File: src/rtl/uart_pkg.sv
// Shared UART definitions: transmit FSM state encoding and frame-format constants.
package uart_pkg;

    typedef enum logic [1:0] {
        IDLE  = 2'd0,
        START = 2'd1,
        DATA  = 2'd2,
        STOP  = 2'd3
    } uart_tx_state_e;

    localparam int   UART_DATA_BITS  = 8;
    localparam int   UART_STOP_BITS  = 1;
    localparam logic UART_IDLE_LEVEL = 1'b1;

endpackage

File: src/rtl/uart_sync_fifo.sv
// Synchronous circular-buffer FIFO. Pointers carry one extra wrap bit, so
// full/empty come from pointer comparison alone, with no occupancy counter.
// full and empty are registered, computed from the next-state pointers.
// rd_data shows the head entry combinationally.
//
// Ports:
//   clk_sys  : clock, rising edge
//   rst_b    : asynchronous active-low reset
//   wr_en    : write strobe (ignored while full)
//   wr_data  : data to enqueue
//   rd_en    : read/pop strobe (ignored while empty)
//   rd_data  : head entry
//   full     : FIFO holds DEPTH entries
//   empty    : FIFO holds no entries
module uart_sync_fifo #(
    parameter int WIDTH = 8,
    parameter int DEPTH = 16
) (
    input  logic             clk_sys,
    input  logic             rst_b,
    input  logic             wr_en,
    input  logic [WIDTH-1:0] wr_data,
    input  logic             rd_en,
    output logic [WIDTH-1:0] rd_data,
    output logic             full,
    output logic             empty
);

    localparam int AW = $clog2(DEPTH);

    logic [WIDTH-1:0] mem [DEPTH];
    logic [AW:0]      wr_ptr;
    logic [AW:0]      rd_ptr;
    logic [AW:0]      wr_ptr_nxt;
    logic [AW:0]      rd_ptr_nxt;
    logic             wr_ok;
    logic             rd_ok;

    // Full is judged on the current flags, so a write while full is dropped
    // even when a pop happens in the same cycle.
    assign wr_ok = wr_en & ~full;
    assign rd_ok = rd_en & ~empty;

    assign wr_ptr_nxt = wr_ptr + (AW+1)'(wr_ok);
    assign rd_ptr_nxt = rd_ptr + (AW+1)'(rd_ok);

    assign rd_data = mem[rd_ptr[AW-1:0]];

    always_ff @(posedge clk_sys or negedge rst_b) begin
        if (!rst_b) begin
            wr_ptr <= '0;
            rd_ptr <= '0;
            full   <= 1'b0;
            empty  <= 1'b1;
        end else begin
            wr_ptr <= wr_ptr_nxt;
            rd_ptr <= rd_ptr_nxt;
            full   <= (wr_ptr_nxt[AW] != rd_ptr_nxt[AW]) &&
                      (wr_ptr_nxt[AW-1:0] == rd_ptr_nxt[AW-1:0]);
            empty  <= (wr_ptr_nxt == rd_ptr_nxt);
        end
    end

    always_ff @(posedge clk_sys) begin
        if (wr_ok) begin
            mem[wr_ptr[AW-1:0]] <= wr_data;
        end
    end

endmodule

File: src/rtl/uart_tx_buffered.sv
// Buffered 8N1 UART transmitter. Host bytes are queued in a FIFO and shifted
// out LSB first on UART_TX_O, one bit per C_OVERSAMPLE baud_tick pulses.
//
// state | meaning
// ------+-----------------------------------------------------------
// IDLE  | line high; pops the head byte when Enable=1 and FIFO not empty
// START | start bit (line low) for one bit period
// DATA  | eight data bits, LSB first
// STOP  | stop bit (line high); may pop the next byte for a back-to-back frame
//
// Ports:
//   Clk        : clock, rising edge
//   Resetn     : asynchronous active-low reset
//   baud_tick  : one-cycle pulse at C_OVERSAMPLE x baud rate
//   Enable     : allows new frames to start; never aborts a running frame
//   TX_data    : byte to enqueue
//   wr_uart_en : write strobe, accepted when Full=0
//   Full       : FIFO holds DATA_DEPTH bytes
//   Empty      : FIFO holds no bytes
//   Busy       : a frame is being shifted
//   Write_drop : one-cycle pulse after a write that arrived while Full=1
//   UART_TX_O  : serial output, idles high
module uart_tx_buffered
    import uart_pkg::*;
#(
    parameter int DATA_DEPTH   = 16,
    parameter int C_OVERSAMPLE = 16
) (
    input  logic       Clk,
    input  logic       Resetn,
    input  logic       baud_tick,
    input  logic       Enable,
    input  logic [7:0] TX_data,
    input  logic       wr_uart_en,
    output logic       Full,
    output logic       Empty,
    output logic       Busy,
    output logic       Write_drop,
    output logic       UART_TX_O
);

    localparam int TW = $clog2(C_OVERSAMPLE);

    uart_tx_state_e state;
    logic [TW-1:0]  tick_cnt;
    logic [2:0]     bit_cnt;
    logic [7:0]     shift_reg;
    logic [7:0]     fifo_head;
    logic           bit_end;
    logic           can_start;
    logic           pop;

    uart_sync_fifo #(
        .WIDTH (8),
        .DEPTH (DATA_DEPTH)
    ) u_fifo (
        .clk_sys (Clk),
        .rst_b   (Resetn),
        .wr_en   (wr_uart_en),
        .wr_data (TX_data),
        .rd_en   (pop),
        .rd_data (fifo_head),
        .full    (Full),
        .empty   (Empty)
    );

    // The terminal tick of a bit period is the one that wraps the counter.
    assign bit_end   = baud_tick && (tick_cnt == TW'(C_OVERSAMPLE - 1));
    assign can_start = Enable && !Empty;

    // Pop happens in the same cycle the head byte is captured into shift_reg.
    assign pop = ((state == IDLE) && can_start) ||
                 ((state == STOP) && bit_end && can_start);

    always_ff @(posedge Clk or negedge Resetn) begin
        if (!Resetn) begin
            state      <= IDLE;
            tick_cnt   <= '0;
            bit_cnt    <= '0;
            shift_reg  <= '0;
            UART_TX_O  <= UART_IDLE_LEVEL;
            Busy       <= 1'b0;
            Write_drop <= 1'b0;
        end else begin
            Write_drop <= wr_uart_en & Full;

            if (baud_tick && (state != IDLE)) begin
                tick_cnt <= bit_end ? '0 : tick_cnt + 1'b1;
            end

            case (state)
                IDLE: begin
                    if (pop) begin
                        shift_reg <= fifo_head;
                        tick_cnt  <= '0;
                        bit_cnt   <= '0;
                        UART_TX_O <= 1'b0;
                        Busy      <= 1'b1;
                        state     <= START;
                    end
                end
                START: begin
                    if (bit_end) begin
                        UART_TX_O <= shift_reg[0];
                        state     <= DATA;
                    end
                end
                DATA: begin
                    if (bit_end) begin
                        if (bit_cnt == 3'(UART_DATA_BITS - 1)) begin
                            UART_TX_O <= UART_IDLE_LEVEL;
                            state     <= STOP;
                        end else begin
                            // Drive the next bit directly from the unshifted value.
                            shift_reg <= shift_reg >> 1;
                            UART_TX_O <= shift_reg[1];
                            bit_cnt   <= bit_cnt + 3'd1;
                        end
                    end
                end
                STOP: begin
                    if (bit_end) begin
                        if (pop) begin
                            shift_reg <= fifo_head;
                            tick_cnt  <= '0;
                            bit_cnt   <= '0;
                            UART_TX_O <= 1'b0;
                            state     <= START;
                        end else begin
                            Busy  <= 1'b0;
                            state <= IDLE;
                        end
                    end
                end
                default: begin
                    UART_TX_O <= UART_IDLE_LEVEL;
                    Busy      <= 1'b0;
                    state     <= IDLE;
                end
            endcase
        end
    end

endmodule

File: config.mk
export PLATFORM = sky130hd
export DESIGN_NAME = uart_tx_buffered
export DESIGN_NICKNAME = d
export VERILOG_FILES = /design/src/rtl/uart_pkg.sv /design/src/rtl/uart_sync_fifo.sv /design/src/rtl/uart_tx_buffered.sv
export SDC_FILE = /design/constraint.sdc
export NUM_CORES = 1
export LEC_CHECK = 0
export CORE_MARGIN = 5
export CORE_UTILIZATION = 69
export CTS_BUF_LIST = sky130_fd_sc_hd__clkbuf_4
export DETAILED_ROUTE_END_ITERATION = 8
export PLACE_DENSITY = 0.95
export SYNTH_ARGS = -nofsm -noshare
export SYNTH_HDL_FRONTEND = slang
export SYNTH_SLANG_ARGS = --single-unit
File: constraint.sdc
create_clock -name Clk -period 3.8 [get_ports Clk]
set_input_delay 0.76 -clock Clk [delete_from_list [all_inputs] [get_ports Clk]]
set_output_delay 0.76 -clock Clk [all_outputs]
set_load 0.005 [all_outputs]
==> impl_metrics.yaml, run 1 <==
yosys:
  synth-edff-count: 128
  ys_seq_area_frac: 0.694
  synthFlopType: "edfxtp_1"
  yosysUniqueCellTypes: 48
  ys_async_sr_fraction: 0.200
  synthCells: 400
  synth-xor-area-share: 0.0170
  yosys_warnings: 0
  syn_avg_cell_area_um2: 16.7
  syn-num-nets: 425
  netlist_area_um2: 6690
  synth_compound_area_frac: 0.0690
  synthAdderAreaFrac: 0.0224
  synth-simple-area-share: 0.0544
  synth_top_family_by_area: "multiplexers"
  synthMuxAreaShare: 0.118
  ys_ff_latch: 160
die:
  core_area_um2: 9590
  die_x_um: 108
  dieArea_um2: 11800
  die_y_um: 108
  start_util: 0.697
  boundaryPins: 18
  row_count: 36
drt:
  avgRoutedWirePerCell_um: 22.7
  via_per_inst: 6.40
  drcViolationCount: 0
  first_pass_iters: 5
  first_iter_violations: 486
  drt_wl_total_um: 12900
  antenna_left: 0
  num_vias: 3637
final_layout:
  fillers: 540
  n_antenna_cell: 0
  final_area_um2: 7210
  layout-drive-gt1-share: 0.136
  area_delta_synth_final_pct: 7.80
  layout_commonest_cell: "edfxtp_1"
  most-common-layout-cells: "edfxtp_1, mux2i_1, dfrtp_1, nor2_1"
  ff_latch_area_um2: 4650
  largest_reg_flops: 128
  layout.nets: 447
  multi_input_area_um2: 1880
timing:
  hold_violations: 0
  tns_ns: 0
  post-route-period-util: 0.765
  skew_ns: 0.00686
  fin_crit_ns: 2.91
  maxSlewViolCount: 0
  worstMarginPinSlew_ns: 1.03
  fmax_mhz: 344
  rsz0062_at_grt: "no"
  setup_viol: 0
  slew_headroom: 0.317
clock_network:
  cts.reportedPaths.clkPinSlew_ns: 0.12
  root_buffer: "clkbuf_4"
  cts_resized: 0
  cts.sinks: 160
  clk_latency_ns: 0.52
  cts_hold_buf: 0
  htreeDepth: 4
  cts_tree: "yes"
  cts_buffer_depth: 2
  cts_made_buffers: 17
  post_cts_buffers: 0
setup_path:
  slowest_delay_ns: 0.69
  crit_path_end_kind: "flop"
  cp_slowest_cell: "ha_1"
  r2r_setup_slack_ns: 0.89
  r2r-end: "shift_reg[5]"
  worstPathRequired_ns: 4.22
  rr_startpoint: "state[0]"
  start_kind: "flop"
  crit_arrival_ns: 3.33
  worst-r2r-cell-count: 7
  cp_top_family: "compound AO/OA/AOI/OAI gates"
  cp_max_fo: 21
  worst-setup-path-type: "reg -> reg"
  path_cells: "inv_1 -> ha_1 -> nor2b_1 -> o21bai_1 -> a21boi_2 -> o311ai_1 -> o21a_1"
  cp_num_buf_inv: 1
run:
  cap_violations: 0
grt:
  grt_usage: 0.241
  antenna_found_initial: 0
  grt_max_degree: 31
  grt_pass1_wl_um: 20400
  first_global_vias: 3719
  overflow: 0
placed_design:
  io_buffers: 17
  routabilityCongestion: 0.837
  place_area_um2: 6930
  dpl.hpwl_um: 8430
worst_hold_path:
  holdCritStartpoint: "UART_TX_O"
  hp-class: "reg -> reg"
  hold_end: "UART_TX_O"
  hold_depth: 2
power:
  p_leak_nw: 2.52
  cellPowerDensity_nw_per_um2: 692
  peakVddDrop_v: 0.000485
status:
  status: "completed"
## worst max path at each step
stage               start               end  slack [ns]  cells after the start
6_report         state[0]      shift_reg[5]        0.89                      7
5_1_grt          state[0]      shift_reg[5]        0.68                      7
2_1_floorplan  wr_uart_en  u_fifo.mem[0][0]        1.30                      3
3_5_place_dp    baud_tick      u_fifo.empty        0.50                     10
3_3_place_gp    baud_tick      u_fifo.empty        0.63                     10
4_1_cts          state[0]      shift_reg[5]        0.94                      7
## stage by stage
| step | instances | worst slack [ns] | power (mW) | hold slack [ns] | utilization |
|---|---|---|---|---|---|
| floorplan | 400 | 1.30 | 3.63 | 0.450 | - |
| global placement | 536 | 0.626 | 3.90 | 0.468 | 0.722 |
| detailed placement | 536 | 0.501 | 4.00 | 0.472 | 0.722 |
| CTS | 568 | 0.944 | 4.99 | 0.489 | 0.752 |
| global route | 568 | 0.679 | 5.25 | 0.523 | 0.752 |
| finish | 568 | 0.894 | 4.99 | 0.486 | 0.752 |
## kinds of logic after synthesis
logic type | count (synthesis)
flip-flops | 160
adder cells (fa/ha/maj) | 12
multiplexers | 52
XOR/XNOR | 13
AND/OR/NAND/NOR | 75
buffers and inverters | 24
AO/OA/AOI/OAI | 64
## layout make-up
class,count,area share
multi-input cells,216,0.261
flip-flops and latches,160,0.644
clock inverters,13,0.0201
repair buffers,23,0.0298
inverters,4,0.00208
clock buffers,19,0.0198
well taps,133,0.0231
## power breakdown
part	internal [mW]	switching, mW	leakage, nW
Combinational	0.705	0.774	0.817
Clock	0.461	0.545	0.156
Sequential	2.17	0.330	1.55
## Yosys cell counts (all sizes together), types with 8 or more instances
cell type,instances,share of area
ha,12,0.022
nor2b,8,0.0075
buf,16,0.020
edfxtp,128,0.57
mux2i,31,0.046
a21oi,15,0.011
dfrtp,30,0.11
a22oi,13,0.015
nor2,22,0.012
nand2,19,0.011
mux4,20,0.070
## routing by layer
layer  up-vias  wire [um]  track usage
li1       1608          -            -
met1      1800       4830        0.316
met2       195       6670        0.396
met3        34       1040       0.0555
met4         0        361       0.0920
met5         -          0            0
## worst min-delay path, cell delays in order, from the launching register on
cell,delay [ns]
dfstp_2,0.39
nand2_1,0.04
o21ai_0,0.07
Note: power is estimated with default switching activity, not from simulation.
==> run 2: changes to the inputs <==
--- a/config.mk
+++ b/config.mk
@@ -6,10 +6,10 @@
 export NUM_CORES = 1
 export LEC_CHECK = 0
 export CORE_MARGIN = 5
-export CORE_UTILIZATION = 69
+export CORE_UTILIZATION = 64
 export CTS_BUF_LIST = sky130_fd_sc_hd__clkbuf_4
 export DETAILED_ROUTE_END_ITERATION = 8
-export PLACE_DENSITY = 0.95
+export PLACE_DENSITY = 0.89
 export SYNTH_ARGS = -nofsm -noshare
 export SYNTH_HDL_FRONTEND = slang
 export SYNTH_SLANG_ARGS = --single-unit
==> constraint.sdc (replaced) <==
create_clock -name Clk -period 3.04 [get_ports Clk]
set_input_delay 0.608 -clock Clk [delete_from_list [all_inputs] [get_ports Clk]]
set_output_delay 0.608 -clock Clk [all_outputs]
set_load 0.005 [all_outputs]
==> run 2 against run 1 <==
Compared with the run above:
- hold slack worse by 0.026 ns
- total power up 25%
- sequential cell count is the same
- sequential power up 20%
- global-route usage fell by 3.2 points
- setup slack got worse by 0.43 ns
- critical path type unchanged
- clock power grew 19%
- via count grew 0.41%
- register-to-register slack worse by 0.43 ns
==> impl_metrics.yaml, run 2 (synthesized netlist as in run 1, its figures left out) <==
setup_path:
  start_kind: "flop"
  crit_path_end_kind: "flop"
  worst-setup-path-type: "reg -> reg"
  cp_max_fo: 8
  crit_arrival_ns: 3.05
  worstPathRequired_ns: 3.52
grt:
  antenna_found_initial: 0
  grt_usage: 0.209
  overflow: 0
  first_global_vias: 3717
  grt_pass1_wl_um: 19700
  grt_max_degree: 33
final_layout:
  most-common-layout-cells: "edfxtp_1, mux2i_1, dfrtp_1, buf_4, nor2_1"
  layout.nets: 465
  layout-drive-gt1-share: 0.173
  n_antenna_cell: 0
  layout_commonest_cell: "edfxtp_1"
  largest_reg_flops: 128
  fillers: 657
  final_area_um2: 7350
  finish.utilization: 0.715
  area_delta_synth_final_pct: 9.82
placed_design:
  routabilityCongestion: 0.882
  io_buffers: 17
  dpl.hpwl_um: 8400
  place_area_um2: 7080
  place_ws_ns: 0.0466
power:
  intPower_mw: 4.19
  cellPowerDensity_nw_per_um2: 847
  peakVddDrop_v: 0.000444
  p_switching_mw: 2.04
  p_leak_nw: 2.61
  power_switching_share: 0.327
  p_seq_frac: 0.483
  pwr-share-comb: 0.324
  p_clk_frac: 0.193
timing:
  fmax_mhz: 388
  slew_headroom: 0.474
  fin_crit_ns: 2.57
  skew_ns: 0.0191
  fin_ws_ns: 0.465
  rsz0062_at_grt: "no"
  tns_ns: 0
  setup_viol: 0
  hold_violations: 0
  worstMarginPinSlew_ns: 0.788
  post-route-period-util: 0.847
  maxSlewViolCount: 0
clock_network:
  cts_resized: 0
  cts_tree: "yes"
  clk_latency_ns: 0.53
  cts.reportedPaths.clkPinSlew_ns: 0.13
  cts_buffer_depth: 2
  cts_made_buffers: 17
  post_cts_buffers: 0
  cts_hold_buf: 0
  htreeDepth: 4
  root_buffer: "clkbuf_4"
  cts.sinks: 160
drt:
  via_per_inst: 6.21
  drcViolationCount: 0
  drt_wl_total_um: 12500
  antenna_left: 0
  first_pass_iters: 5
  first_iter_violations: 431
  avgRoutedWirePerCell_um: 21.2
  num_vias: 3652
die:
  core_area_um2: 10300
  dieArea_um2: 12600
  start_util: 0.651
  die_x_um: 112
  boundaryPins: 18
  die_y_um: 112
  row_count: 37
run:
  cap_violations: 0
worst_hold_path:
  hp-class: "in -> async"
status:
  status: "completed"
==> run 2: path summary, 6_finish.rpt <==
check | start | to | slack, ns | depth (start not counted)
setup / recovery | state[0] | u_fifo.empty | 0.47 | 10
hold / removal | Resetn | u_fifo.rd_ptr[2] | 0.46 | 2
setup reg to reg | state[0] | u_fifo.empty | 0.47 | 10
hold reg to reg | UART_TX_O | UART_TX_O | 0.48 | 2
max in group asynchronous | Resetn | UART_TX_O | 2.26 | 2
min in group Clk | UART_TX_O | UART_TX_O | 0.48 | 2
==> run 2: routing by layer <==
metal | vias up | global-route usage | part of all wire
li1 | 1645 | - | -
met1 | 1841 | 0.265 | 0.39
met2 | 140 | 0.351 | 0.53
met3 | 26 | 0.0512 | 0.053
met4 | 0 | 0.0793 | 0.021
met5 | - | 0 | 0
==> run 2: stage by stage <==
| step | hold WS (ns) | instances | total power [mW] |
|---|---|---|---|
| final | 0.459 | 588 | 6.22 |
| after CTS | 0.422 | 588 | 6.26 |
| after global routing | 0.452 | 588 | 6.57 |
| after detailed placement | 0.470 | 557 | 5.07 |
| after floorplan | 0.312 | 400 | 4.54 |
| after global placement | 0.463 | 557 | 4.97 |
==> run 2: area by class of cell <==
class | instances | area [um2] | share of cell area
clock inverters | 10 | 114 | 0.0155
flip-flops and latches | 160 | 4650 | 0.633
clock buffers | 21 | 158 | 0.0215
multi-input cells | 216 | 1880 | 0.256
repair buffers | 41 | 363 | 0.0494
inverters | 4 | 15.0 | 0.00204
well taps | 136 | 170 | 0.0232
==> run 2: worst max-delay path, cell delays in order (launching register included) <==
cell	delay, ns
dfrtp_1	0.42
inv_1	0.16
ha_1	0.34
a21oi_1	0.07
nor2_1	0.19
ha_1	0.24
nand2_1	0.08
xnor2_1	0.25
xnor2_1	0.16
or3b_2	0.48
nor2b_1	0.13
==> run 2: power by group through the flow <==
stage,Clock [mW],Sequential (mW),Combinational (mW)
2_1_floorplan,0,2.88,1.66
3_3_place_gp,0,3.02,1.94
3_5_place_dp,0,3.05,2.02
4_1_cts,1.23,3.01,2.02
5_1_grt,1.34,3.05,2.18
6_report,1.20,3.01,2.01
==> run 3: changes to the inputs <==
--- a/config.mk
+++ b/config.mk
@@ -6,10 +6,10 @@
 export NUM_CORES = 1
 export LEC_CHECK = 0
 export CORE_MARGIN = 5
-export CORE_UTILIZATION = 64
+export CORE_UTILIZATION = 58
 export CTS_BUF_LIST = sky130_fd_sc_hd__clkbuf_4
 export DETAILED_ROUTE_END_ITERATION = 8
-export PLACE_DENSITY = 0.89
+export PLACE_DENSITY = 0.86
 export SYNTH_ARGS = -nofsm -noshare
 export SYNTH_HDL_FRONTEND = slang
 export SYNTH_SLANG_ARGS = --single-unit
==> constraint.sdc (replaced) <==
create_clock -name Clk -period 2.1 [get_ports Clk]
set_input_delay 0.42 -clock Clk [delete_from_list [all_inputs] [get_ports Clk]]
set_output_delay 0.42 -clock Clk [all_outputs]
set_load 0.005 [all_outputs]
==> run 3 against run 2 <==
Compared with the run above:
- the run now ends with negative setup slack left
- final cell count up 6.6%
- setup slack worse by 0.54 ns
- first-iteration DRC count down 15%
- hold slack worse by 0.23 ns
- final area up 5.3%
- routed wire length up 5.2%
- die area up 9.4%
- clock-buffer cell count down 2
- sequential cell count unchanged
- non-clock buffer count up 31
- sequential power up 44%
==> impl_metrics.yaml, run 3 (synthesized netlist as in run 1, its figures left out) <==
status:
  status: "complete, but fails checks"
  violations: "negative setup slack"
timing:
  fmax_mhz: 460
  hold_violations: 0
  slew_headroom: 0.576
  holdWs_ns: 0.233
  worstMarginPinSlew_ns: 0.634
  fin_ws_ns: -0.0743
  post-route-period-util: 1.04
  setup_viol: 2
  tns_ns: -0.118
  skew_ns: 0.0247
  rsz0062_at_grt: "yes"
  fin_crit_ns: 2.17
  maxSlewViolCount: 0
power:
  cellPowerDensity_nw_per_um2: 1270
  peakVddDrop_v: 0.000928
  p_leak_nw: 2.84
  total_power_mw: 9.82
setup_path:
  slowest_delay_ns: 0.40
  cp_max_fo: 3
  crit_arrival_ns: 2.67
  crit_path_end_kind: "flop"
  cp_slowest_cell: "or3b_4"
  worst-setup-path-type: "reg -> reg"
  path_cells: "ha_2 -> and4_4 -> a21oi_2 -> nor2_2 -> ha_2 -> nand2_2 -> xnor2_2 -> xnor2_1 -> or3b_4 -> nor2b_1"
  worst_path_most_repeated_cell: "ha_2"
  cp_top_family: "simple AND/OR/NAND/NOR gates"
  worstPathRequired_ns: 2.60
  cp_num_buf_inv: 0
  start_kind: "flop"
grt:
  grt_pass1_wl_um: 20800
  grt_max_degree: 33
  grt_usage: 0.197
  first_global_vias: 3864
  overflow: 0
  antenna_found_initial: 0
final_layout:
  area_delta_synth_final_pct: 15.6
  n_antenna_cell: 0
  largest_reg_flops: 128
  ff_latch_area_um2: 4650
  multi_input_area_um2: 1950
  final_area_um2: 7740
  layout_commonest_cell: "edfxtp_1"
  fin_cells: 627
  layout-drive-gt1-share: 0.258
  fillers: 731
  most-common-layout-cells: "edfxtp_1, buf_4, mux2i_1, dfrtp_1, nor2_1"
  layout.nets: 496
  finish.utilization: 0.681
drt:
  drt_wl_total_um: 13100
  antenna_left: 0
  first_pass_iters: 5
  first_iter_violations: 367
  via_per_inst: 6.02
  num_vias: 3774
  drcViolationCount: 0
  avgRoutedWirePerCell_um: 20.9
die:
  row_count: 39
  dieArea_um2: 13800
  die_x_um: 117
  core_area_um2: 11400
  start_util: 0.589
  die_y_um: 117
  boundaryPins: 18
run:
  cap_violations: 0
clock_network:
  cts.sinks: 160
  cts_buffer_depth: 2
  cts.reportedPaths.clkPinSlew_ns: 0.14
  root_buffer: "clkbuf_4"
  cts_tree: "yes"
  clk_latency_ns: 0.56
  htreeDepth: 4
  cts_hold_buf: 0
  cts_made_buffers: 17
worst_hold_path:
  hp-class: "in -> async"
placed_design:
  dpl.hpwl_um: 8780
  io_buffers: 17
  place_area_um2: 7330
  dpl.cell_count: 590
  place_ws_ns: -0.548
  routabilityCongestion: 0.814
==> run 3: cell types whose count changed in the layout (fill, tap and decap cells not counted), sizes merged <==
| cell | delta |
|---|---|
| buf | +31 |
| bufinv | +2 |
| clkbuf | -2 |
| clkdlybuf4s50 | -1 |
| dlymetal6s2s | +1 |
| inv | +1 |
==> run 3: worst paths after layout <==
| kind | cells after the start | from | slack, ns | to |
|---|---|---|---|---|
| min in group Clk | 2 | wr_uart_en | 0.44 | Write_drop |
| max | 10 | tick_cnt[1] | -0.07 | u_fifo.empty |
| min | 2 | Resetn | 0.23 | tick_cnt[3] |
| max in group asynchronous | 2 | Resetn | 1.53 | u_fifo.rd_ptr[0] |
| min reg2reg | 2 | UART_TX_O | 0.49 | UART_TX_O |
| max reg2reg | 10 | tick_cnt[1] | -0.07 | u_fifo.empty |
==> run 3: routing by layer <==
layer / share of wire / vias up / global-route usage / wire (um)
met2: 0.51 / 159 / 0.322 / 6700
met4: 0.020 / 0 / 0.0660 / 265
met1: 0.40 / 1880 / 0.258 / 5300
met3: 0.065 / 23 / 0.0520 / 849
met5: 0 / - / 0 / 0
li1: - / 1712 / - / -
==> run 3: area by class of cell <==
cell class | count | area share
clock buffer | 19 | 0.0184
tap | 143 | 0.0231
multi-input combinational | 216 | 0.253
sequential | 160 | 0.601
inverter | 4 | 0.00194
timing repair buffer | 72 | 0.0789
clock inverter | 13 | 0.0239
==> run 3: power breakdown <==
group          internal, mW  switching, mW
registers              3.94          0.387
clock network         0.976           1.06
logic                  1.70           1.75
==> run 3: what timing repair did <==
| action | 4_1_cts | 5_1_grt |
|---|---|---|
| gates resized for setup | 3 | 8 |
| pin swaps | 7 | 2 |
| buffers inserted | 3 | 2 |
| endpoints found under the setup margin | 7 | 39 |
==> patch, RTL diff (settings of run 3) <==
Add an input register stage for `baud_tick`, without a reset; this delays it by one clock. The other inputs are not delayed to match. Comments in the files are not updated.
--- a/src/rtl/uart_tx_buffered.sv
+++ b/src/rtl/uart_tx_buffered.sv
@@ -42,4 +42,10 @@
     localparam int TW = $clog2(C_OVERSAMPLE);
 
+    logic baud_tick_q;
+
+    always_ff @(posedge Clk) begin
+        baud_tick_q <= baud_tick;
+    end
+
     uart_tx_state_e state;
     logic [TW-1:0]  tick_cnt;
@@ -66,5 +72,5 @@
 
     // The terminal tick of a bit period is the one that wraps the counter.
-    assign bit_end   = baud_tick && (tick_cnt == TW'(C_OVERSAMPLE - 1));
+    assign bit_end   = baud_tick_q && (tick_cnt == TW'(C_OVERSAMPLE - 1));
     assign can_start = Enable && !Empty;
 
@@ -85,5 +91,5 @@
             Write_drop <= wr_uart_en & Full;
 
-            if (baud_tick && (state != IDLE)) begin
+            if (baud_tick_q && (state != IDLE)) begin
                 tick_cnt <= bit_end ? '0 : tick_cnt + 1'b1;
             end
Check against the original RTL: same outputs for any inputs over 10 cycles, from zero or initial values and one cycle with Resetn low; that may be too few to reach the edited logic, so the function may still have changed.
==> patch against run 3 <==
Synthesized area is 0.30% higher. Sequential cell count is 1 higher. Largest power group unchanged. Highest routed layer unchanged. Cell area is 0.29% lower. Count of clock-buffer cells in the layout is 1 lower. Non-clock buffer count is 2 lower. The run still ends with negative setup slack left. Routed wire length is 1.7% lower. Power is 2.0% lower. Setup slack worse by 0.00062 ns. Cell count is 0.48% lower. Critical path type unchanged. Fmax hardly changed.
==> patch: results (changes against run 3) <==
Initial detailed-routing violation count: 319 (was 367)
Clk_skew: 0.0158 ns (was 0.0247 ns)
Vias in the first global route: 3796 (was 3864)
Least-Margin Pin Slew: 0.621 ns (was 0.634 ns)
Layout clock buffer count: 18 (was 19)
Total GRT Usage: 19.2% (was 19.7%)
Outcome: finished, violations left (unchanged)
Net Sw Frac: 34.1% (was 32.6%)
Combinational share of power: 37.8% (was 35.2%)
Post-synthesis sequential area ratio: 69.5% (was 69.4%)
Layout Nets: 495 (was 496)
GPL Wtd Cong: 0.835 (was 0.814)
# setup viols final: 2 (unchanged)
Pleak: 2.81 nW (was 2.84 nW)
Post-synth ARST share: 19.9% (was 20.0%)
Synth unique cells: 49 (was 48)
Placed cells: 589 (was 590)
Syn nets: 426 (was 425)
Clock group: 1.63 mW (was 2.04 mW)
VDD IR max: 0.000819 V (was 0.000928 V)
Non-filler cells, final: 624 (was 627)
Layout cell share with drive strength beyond 1: 25.6% (was 25.8%)
Area occupied by multi-input gates: 1990 um^2 (was 1950 um^2)
Total Wirelength: 12900 um (was 13100 um)
Failing checks: negative setup slack (unchanged)
Setup bufs post-CTS: 2 (was 3)
Final worst slack: -0.0749 ns (was -0.0743 ns)
Sum Neg Setup Slack: -0.129 ns (was -0.118 ns)
Sw power: 3.28 mW (was 3.20 mW)
Post-Place Cell Area: 7360 um^2 (was 7330 um^2)
Area Overhead vs Synth: 15.0% (was 15.6%)
Main area contributors after synthesis: edfxtp_1 (57%), dfrtp_1 (11%), mux4_2 (5.0%) (unchanged)
Register share of the cell area: 60.5% (was 60.1%)
[patch: worst paths after layout]
check	start	to	slack (ns)	depth (start not counted)
max in group asynchronous	Resetn	UART_TX_O	1.51	2
worst min-delay path	Resetn	shift_reg[6]	0.25	2
worst max register to register	tick_cnt[0]	u_fifo.empty	-0.07	10
min in group Clk	baud_tick	baud_tick_q	0.33	1
worst min register to register	bit_cnt[0]	bit_cnt[0]	0.50	1
worst max-delay path	tick_cnt[0]	u_fifo.empty	-0.07	10
[patch: per-layer routing]
layer | up-vias | track usage (%) | wire (um)
met2 | 161 | 30.2 | 6530
li1 | 1701 | - | -
met1 | 1935 | 25.4 | 5190
met3 | 30 | 5.48 | 866
met5 | - | 0 | 0
met4 | 0 | 7.81 | 304
[patch: kinds of logic after synthesis]
group	Yosys count	synth area share, %
simple gates	75	5.43
buf+inv	24	2.44
fa+ha+maj	12	2.24
xor+xnor	13	1.70
mux	52	11.8
flops	161	69.5
compound gates	64	6.88
